`config.mk`:
```
export PLATFORM = sky130hd
export DESIGN_NAME = bcd_time_counter
export DESIGN_NICKNAME = d
export VERILOG_FILES = /design/src/rtl/bcd_time_counter.sv
export SDC_FILE = /design/constraint.sdc
export NUM_CORES = 1
export LEC_CHECK = 0
export CAP_MARGIN = 20
export CORE_MARGIN = 4
export CORE_UTILIZATION = 52
export DETAILED_ROUTE_END_ITERATION = 16
export PLACE_DENSITY = 0.74
export SLEW_MARGIN = 20
export SYNTH_ARGS = -nofsm -noshare
export SYNTH_HDL_FRONTEND = slang
export SYNTH_SLANG_ARGS = --single-unit
```
`constraint.sdc`:
```
create_clock -name clk -period 2.44 [get_ports clk]
set_input_delay 0.488 -clock clk [delete_from_list [all_inputs] [get_ports clk]]
set_output_delay 0.488 -clock clk [all_outputs]
set_load 0.01 [all_outputs]
```
`src/rtl/bcd_time_counter.sv`:
```
// Four-digit BCD time counter (mil:cen / dec:uni) with an integrated tick divider,
// configurable pair moduli, up/down count, range-checked preset and countdown expiry.
module bcd_time_counter #(
    parameter int unsigned TICK_DIV = 50000000,
    parameter int unsigned MAX_HI   = 59,
    parameter int unsigned MAX_LO   = 59
) (
    input  logic       clk,
    input  logic       reset,
    input  logic       run,
    input  logic       dir,
    input  logic       load,
    input  logic [7:0] load_hi,
    input  logic [7:0] load_lo,
    output logic [3:0] mil,
    output logic [3:0] cen,
    output logic [3:0] dec,
    output logic [3:0] uni,
    output logic       tick,
    output logic       wrap,
    output logic       done,
    output logic       load_err
);

    localparam int unsigned DIV_W = (TICK_DIV > 2) ? $clog2(TICK_DIV) : 1;
    localparam logic [DIV_W-1:0] DIV_LAST   = DIV_W'(TICK_DIV - 1);
    localparam logic [7:0]       MAX_HI_BCD = {4'(MAX_HI / 10), 4'(MAX_HI % 10)};
    localparam logic [7:0]       MAX_LO_BCD = {4'(MAX_LO / 10), 4'(MAX_LO % 10)};

    typedef enum logic [1:0] {
        STOP    = 2'd0,
        COUNT   = 2'd1,
        EXPIRED = 2'd2
    } state_t;

    state_t           state_q, state_d;
    logic [DIV_W-1:0] div_q, div_d;
    logic [7:0]       hi_q, hi_d;
    logic [7:0]       lo_q, lo_d;
    logic             tick_q, tick_d;
    logic             wrap_q, wrap_d;
    logic             done_q, done_d;
    logic             err_q, err_d;

    logic [7:0] up_hi, up_lo, dn_hi, dn_lo;
    logic       up_carry, up_wrap, dn_borrow, at_zero, load_ok;

    function automatic logic [7:0] bcd_inc(input logic [7:0] v);
        if (v[3:0] == 4'd9) return {v[7:4] + 4'd1, 4'd0};
        return {v[7:4], v[3:0] + 4'd1};
    endfunction

    function automatic logic [7:0] bcd_dec(input logic [7:0] v);
        if (v[3:0] == 4'd0) return {v[7:4] - 4'd1, 4'd9};
        return {v[7:4], v[3:0] - 4'd1};
    endfunction

    function automatic logic bcd_ok(input logic [7:0] v);
        return (v[7:4] <= 4'd9) && (v[3:0] <= 4'd9);
    endfunction

    // Candidate next digits for an up or down step
    always_comb begin
        up_carry  = (lo_q == MAX_LO_BCD);
        up_wrap   = up_carry && (hi_q == MAX_HI_BCD);
        up_lo     = up_carry ? 8'h00 : bcd_inc(lo_q);
        up_hi     = !up_carry ? hi_q : (up_wrap ? 8'h00 : bcd_inc(hi_q));
        dn_borrow = (lo_q == 8'h00);
        dn_lo     = dn_borrow ? MAX_LO_BCD : bcd_dec(lo_q);
        dn_hi     = dn_borrow ? bcd_dec(hi_q) : hi_q;
        at_zero   = (hi_q == 8'h00) && (lo_q == 8'h00);
        load_ok   = bcd_ok(load_hi) && bcd_ok(load_lo) &&
                    (load_hi <= MAX_HI_BCD) && (load_lo <= MAX_LO_BCD);
    end

    // Next-state logic: load beats a due step; a rejected load freezes the cycle
    always_comb begin
        state_d = state_q;
        div_d   = div_q;
        hi_d    = hi_q;
        lo_d    = lo_q;
        tick_d  = 1'b0;
        wrap_d  = 1'b0;
        done_d  = done_q;
        err_d   = 1'b0;

        if (load) begin
            if (load_ok) begin
                hi_d    = load_hi;
                lo_d    = load_lo;
                div_d   = '0;
                done_d  = 1'b0;
                state_d = STOP;
            end else begin
                err_d = 1'b1;
            end
        end else begin
            case (state_q)
                STOP, COUNT: begin
                    // The divider also advances on the edge entering COUNT, so the
                    // first tick lands TICK_DIV cycles after run rises.
                    if (!run) begin
                        state_d = STOP;
                    end else begin
                        state_d = COUNT;
                        if (div_q == DIV_LAST) begin
                            div_d = '0;
                            if (!dir) begin
                                hi_d   = up_hi;
                                lo_d   = up_lo;
                                tick_d = 1'b1;
                                wrap_d = up_wrap;
                            end else if (at_zero) begin
                                state_d = EXPIRED;
                                done_d  = 1'b1;
                            end else begin
                                hi_d   = dn_hi;
                                lo_d   = dn_lo;
                                tick_d = 1'b1;
                                if ((dn_hi == 8'h00) && (dn_lo == 8'h00)) begin
                                    state_d = EXPIRED;
                                    done_d  = 1'b1;
                                end
                            end
                        end else begin
                            div_d = div_q + DIV_W'(1);
                        end
                    end
                end
                EXPIRED: begin
                    if (!dir) begin
                        state_d = STOP;
                        done_d  = 1'b0;
                    end
                end
                default: state_d = STOP;
            endcase
        end
    end

    // State and output registers
    always_ff @(posedge clk) begin
        if (reset) begin
            state_q <= STOP;
            div_q   <= '0;
            hi_q    <= 8'h00;
            lo_q    <= 8'h00;
            tick_q  <= 1'b0;
            wrap_q  <= 1'b0;
            done_q  <= 1'b0;
            err_q   <= 1'b0;
        end else begin
            state_q <= state_d;
            div_q   <= div_d;
            hi_q    <= hi_d;
            lo_q    <= lo_d;
            tick_q  <= tick_d;
            wrap_q  <= wrap_d;
            done_q  <= done_d;
            err_q   <= err_d;
        end
    end

    assign mil      = hi_q[7:4];
    assign cen      = hi_q[3:0];
    assign dec      = lo_q[7:4];
    assign uni      = lo_q[3:0];
    assign tick     = tick_q;
    assign wrap     = wrap_q;
    assign done     = done_q;
    assign load_err = err_q;

endmodule

```
=== After elaboration in Yosys (flattened, before gate mapping) ===
Index checks and enable logic that the tools add are counted.

* $add $sub $neg: 9
* $mul: 0
* Divide/modulo/power cells: 0
* Magnitude comparators: 6
* Equal/unequal tests: 14
* Shift-type cells: 0
* Multiplexer cells: 57
* Bitwise operators: 4
* Reduce and logical (&&, ||, !) cells: 33

{| class="wikitable"
|+ Operators with widths
! kind !! count
|-
| 2-to-1 mux 8 bit || 27
|-
| 2-to-1 mux 26 bit || 5
|-
| zero test 8 bit || 4
|-
| adder 26 x 1 -> 26 bit, second input constant || 1
|-
| == test 26 bit, second input constant || 1
|-
| adder 4 x 1 -> 4 bit, second input constant || 4
|-
| == test 8 x 7 -> 1 bit, second input constant || 2
|-
| less-or-equal comparator 4 bit, second input constant || 4
|-
| less-or-equal comparator 8 x 7 -> 1 bit, second input constant || 2
|-
| 2-to-1 mux 2 bit || 8
|-
| subtractor 4 x 1 -> 4 bit, second input constant || 4
|-
| 2-to-1 mux 1 bit || 15
|-
| inequality test 3 bit, second input constant || 5
|-
| AND reduction 7 bit || 2
|-
| AND reduction 6 bit || 2
|-
| == test 4 bit, second input constant || 2
|-
| logical AND 1 bit || 8
|-
| zero test 4 bit || 2
|-
| nonzero test 4 bit || 2
|-
| nonzero test 2 bit || 3
|-
| nonzero test 3 bit || 2
|-
| OR reduction 6 bit || 1
|-
| AND reduction 5 bit || 1
|-
| OR reduction 5 bit || 1
|-
| other kinds (11) || 15
|}

* Flip-flop bits (word level): 48
* Latch bits: 0
* RAM bits: 0
* Memory bits (read-only): 0
* Input port bits: 21
* Output and inout port bits: 20
* Word-level logic and storage cells: 133
* Memories kept: 0

=== Depth between registers and ports, before layout ===
* Depth after elaboration: 13
* Mapped depth: 9
* Depth with buffers taken out: 7

=== Worst setup path before layout ===
Ideal clock, no wire load.

* Path kind: register to register
* Start: register lo_q[0]
* End: register hi_q[6]
* Library setup time: 88 ps
* Arrival: 2289 ps
* Required time: 2352 ps
* Path slack: 63 ps
* Stages on the path, launching flop included: 10
* Path buffers: 2
* Period minus slack after synthesis: 2377 ps
* Path through: dfxtp_1 -> inv_1 -> ha_1 -> buf_2 -> or3b_1 -> buf_4 -> nor4_4 -> or4b_4 -> a21bo_4 -> o32ai_2

* Word-level cells in the longest chain between the ends: 9
* Elaborated cells between the ends (all ways): 17
* Those cells by class: eq/ne: 2; mux: 9; reduce/logical: 6

{| class="wikitable"
|+ Ends and longest elaborated chain
! item !! line !! RTL
|-
| from (decl) || 39 || <nowiki>logic [7:0] lo_q, lo_d;</nowiki>
|-
| from (signal assigned) || 156 || <nowiki>lo_q <= lo_d;</nowiki>
|-
| == test 8 x 7 -> 1 bit || 64 || <nowiki>up_carry = (lo_q == MAX_LO_BCD);</nowiki>
|-
| logical AND 1 bit || 65 || <nowiki>up_wrap = up_carry && (hi_q == MAX_HI_BCD);</nowiki>
|-
| 2-to-1 mux 8 bit (2 in series) || 67 || <nowiki>up_hi = !up_carry ? hi_q : (up_wrap ? 8'h00 : bcd_inc(hi_q));</nowiki>
|-
| 2-to-1 mux 8 bit || 108 || <nowiki>if (!dir) begin</nowiki>
|-
| 2-to-1 mux 8 bit || 106 || <nowiki>if (div_q == DIV_LAST) begin</nowiki>
|-
| 2-to-1 mux 8 bit || 102 || <nowiki>if (!run) begin</nowiki>
|-
| 2-to-1 mux 8 bit || 98 || <nowiki>case (state_q)</nowiki>
|-
| 2-to-1 mux 8 bit || 87 || <nowiki>if (load) begin</nowiki>
|-
| to (signal assigned) || 155 || <nowiki>hi_q <= hi_d;</nowiki>
|-
| to (decl) || 38 || <nowiki>logic [7:0] hi_q, hi_d;</nowiki>
|}

Several ways; a longest one is shown, not always the timed one. The select of a mux whose other input is x is not followed.
A chain may end at the register's enable or synchronous reset.

=== Worst setup path after layout ===
* Start: register div_q[1]
* End: register hi_q[6]

* Word-level cells in the longest chain between the ends: 3

{| class="wikitable"
|+ Ends and longest elaborated chain
! item !! line !! RTL
|-
| from (decl) || 37 || <nowiki>logic [DIV_W-1:0] div_q, div_d;</nowiki>
|-
| from (signal assigned) || 154 || <nowiki>div_q <= div_d;</nowiki>
|-
| == test 26 bit || 106 ||
|-
| nonzero test 2 bit (no line) || -- ||
|-
| AND reduction 7 bit (no line) || -- ||
|}

Every way passes these cells.

==> results.yml <==
status:
  status: "completed"
die:
  initial_core_util_pct: 53.8
  dieHeight_um: 91.9
  dieArea_um2: 8440
  rows: 30
  core_area_um2: 6790
  fp.dieW_um: 91.9
  io-pin-count: 41
power_and_ir_drop:
  powerDensity_nw_per_um2: 364
  p_leak_uw: 0.00179
  finalPower_uw: 1670
  ir_worst_vdd_mv: 0.238
worst_setup_path:
  crit_cells: 6
  critPathBufInv: 0
  crit_family: "simple AND/OR/NAND/NOR gates"
  worstPathRequired_ps: 2670
  endpoint_kind: "register"
  ff2ff_path_depth: 6
  crit_chain: "ha_1 -> and4_1 -> nand4_4 -> or4b_4 -> a21bo_4 -> o32ai_2"
  arrival_ps: 2570
  worst_path_max_delay_cell: "or4b_4"
  crit_type: "reg2reg"
  cp-start-kind: "register"
  critical_path.max_fanout: 6
  slowest_delay_ps: 620
clock_tree:
  root_buffer: "clkbuf_8"
  clk_pin_slew_worst_paths_ps: 100
  htree_levels: 2
  cts.sinks: 48
  clock_latency_ps: 310
  numCtsBuffers: 5
  clk_path_buf_depth: 2
  cts_tree: "built"
  hold_buffers: 0
  post_cts_buffers: 0
synth:
  mappedNetlistArea_um2: 3660
  synth_edf_count: 0
  synth_area_per_cell_um2: 8.04
  synth-seq-area-share_pct: 26.3
  netlist_instances: 455
  yosysWarnings: 0
  async_flop_share_pct: 0
  ys_ff_latch: 48
  yosysUniqueCellTypes: 78
  ys.flop_type: "dfxtp_1"
  synth_fp_nets: 488
detailed_routing:
  ant_nets: 0
  drtIter0Drc: 296
  dr_total_vias: 3916
  post_drt_wl_per_cell_um: 17.5
  wl_mm: 11.1
  drc: 0
  viasPerCell: 6.20
  dr.pass1.iters: 5
timing:
  fin_crit_sh_pct: 96.0
  finClkSkew_ps: 10.3
  max_slew.worst_pin.slew_ps: 593
  hold_viol: 0
  rsz0062_at_grt: "no"
  fmax_mhz: 427
  setup_tns_ps: 0
  fin_crit_ps: 2340
  slew_headroom_pct: 60.0
  setup_viol: 0
  maxSlewViolCount: 0
global_routing:
  overflow: 0
  grt_max_degree: 25
  grt_pass1_vias: 3743
  antenna_found_initial: 0
  grt_pass1_wl_mm: 18.1
  groute.usage.overall_pct: 26.2
placement:
  place_congestion: 0.944
  port_buffers: 40
  placed_cells: 624
  place_hpwl_mm: 8.52
final_layout:
  antenna_cells: 0
  final_common_cell: "buf_4"
  fin_nets: 568
  most-common-layout-cells: "buf_4, dfxtp_1, nand2_1"
  final_cells: 632
  syn2layout_area_growth_pct: 25.9
  drive_gt1_share_pct: 18.3
min_path:
  hp-class: "reg2reg"
  hold_depth: 2
job:
  cap_viol_max_count: 0
-- report_power, final --
group          switching (uW)  leakage [uW]  total [uW]  internal, uW
combinational             172       0.00135         332           160
sequential               11.2      0.000388         803           792
clock                     302     0.0000522         540           238
-- state kept, by name (all words and copies together), names as in the netlist --
| signal | count |
|---|---|
| lo_q | 8 |
| load_err | 1 |
| state_q | 2 |
| tick | 1 |
| div_q | 26 |
| wrap | 1 |
| done | 1 |
| hi_q | 8 |
-- area by class of cell --
| type | instances | area [um^2] |
|---|---|---|
| clock buffers | 6 | 82.6 |
| clock inverters | 2 | 17.5 |
| fillers | 575 | 2190 |
| inverters | 19 | 71.3 |
| multi-input cells | 359 | 2470 |
| flip-flops and latches | 48 | 961 |
| well taps | 96 | 120 |
| repair buffers | 102 | 878 |
-- repair_timing --
action	in CTS	in global routing
endpoints found under the hold margin	0	0
endpoints found under the setup margin	0	1
resized for setup	0	2
-- synth_stat cells, types with 3 or more instances --
| master | instances | share of area [%] |
|---|---|---|
| a2111oi_0 | 3 | 0.72 |
| o31ai_1 | 6 | 1.2 |
| o21ai_0 | 25 | 3.4 |
| buf_4 | 3 | 0.62 |
| xor2_1 | 11 | 2.6 |
| nor2b_1 | 5 | 0.86 |
| nor4_1 | 4 | 0.68 |
| a21o_1 | 5 | 1.0 |
| nor3_1 | 11 | 1.5 |
| nand2b_1 | 5 | 0.86 |
| clkbuf_8 | 3 | 1.1 |
| and2_1 | 4 | 0.68 |
| and4bb_2 | 3 | 1.0 |
| nand3b_1 | 3 | 0.62 |
| inv_1 | 18 | 1.8 |
| nor2_1 | 37 | 3.8 |
| mux2i_1 | 4 | 1.1 |
| a31oi_1 | 4 | 0.68 |
| nand4_1 | 18 | 3.1 |
| and4_1 | 8 | 1.9 |
| a211oi_1 | 5 | 1.0 |
| a21oi_1 | 24 | 3.3 |
| o221ai_1 | 5 | 1.2 |
| o211ai_1 | 7 | 1.4 |
| nor3b_1 | 3 | 0.62 |
| dfxtp_1 | 48 | 26 |
| o2111ai_1 | 6 | 1.4 |
| clkbuf_1 | 14 | 1.4 |
| buf_2 | 8 | 1.1 |
| ha_1 | 12 | 4.1 |
| xnor2_1 | 12 | 2.9 |
| a311oi_1 | 3 | 0.72 |
| a221oi_1 | 4 | 0.96 |
| nand3_1 | 12 | 1.6 |
| or3_1 | 7 | 1.2 |
| o32ai_1 | 3 | 0.72 |
| and3_1 | 6 | 1.0 |
| nand2_1 | 42 | 4.3 |
| and4_2 | 3 | 0.82 |
-- per-layer routing --
metal  track usage [%]  wire, um  vias to the layer above  share of wire (%)
li1                  -         -                     1884                  -
met1              32.3      4610                     1857                 42
met2              45.0      5430                      146                 49
met3              4.84       704                       29                6.4
met4              10.4       336                        0                3.0
met5                 0         0                        -                  0
-- worst register-to-register path: cells and delay by family (launching register included) --
kind / cells / cell delay [ps]
DFF: 1 / 360
adders and majority gates: 1 / 230
AOI/OAI and AO/OA: 2 / 490
and+or+nand+nor: 3 / 1180
-- kinds of logic (layout without fill, tap and decap cells) --
kind of cell | after synthesis | in the layout | share of synthesized area, %
compound gates | 127 | 127 | 24.6
xor+xnor | 23 | 23 | 5.51
fa+ha+maj | 12 | 12 | 4.11
buf+inv | 48 | 129 | 6.33
flops | 48 | 48 | 26.3
mux | 6 | 6 | 1.71
simple gates | 191 | 191 | 31.4
-- final timing paths --
path,from,endpoint,slack [ps]
setup / recovery,div_q[1]$_SDFFE_PP0P_,hi_q[6]$_SDFFE_PP0P_,100
hold / removal,div_q[25]$_SDFFE_PP0P_,div_q[25]$_SDFFE_PP0P_,500
setup reg to reg,div_q[1]$_SDFFE_PP0P_,hi_q[6]$_SDFFE_PP0P_,100
hold reg to reg,div_q[25]$_SDFFE_PP0P_,div_q[25]$_SDFFE_PP0P_,500
-- metrics by stage --
stage / setup WS, ps / instance area, um^2 / hold WS [ps] / util [%]
3_3_place_gp: -91.3 / 4490 / 469 / 66.2
5_1_grt: 0.855 / 4600 / 542 / 67.8
4_1_cts: 79.7 / 4590 / 501 / 67.6
2_1_floorplan: 63.0 / 3660 / 454 / -
3_5_place_dp: -151 / 4490 / 487 / 66.2
6_report: 96.7 / 4600 / 504 / 67.8
Power figures use the tool's default switching activity.
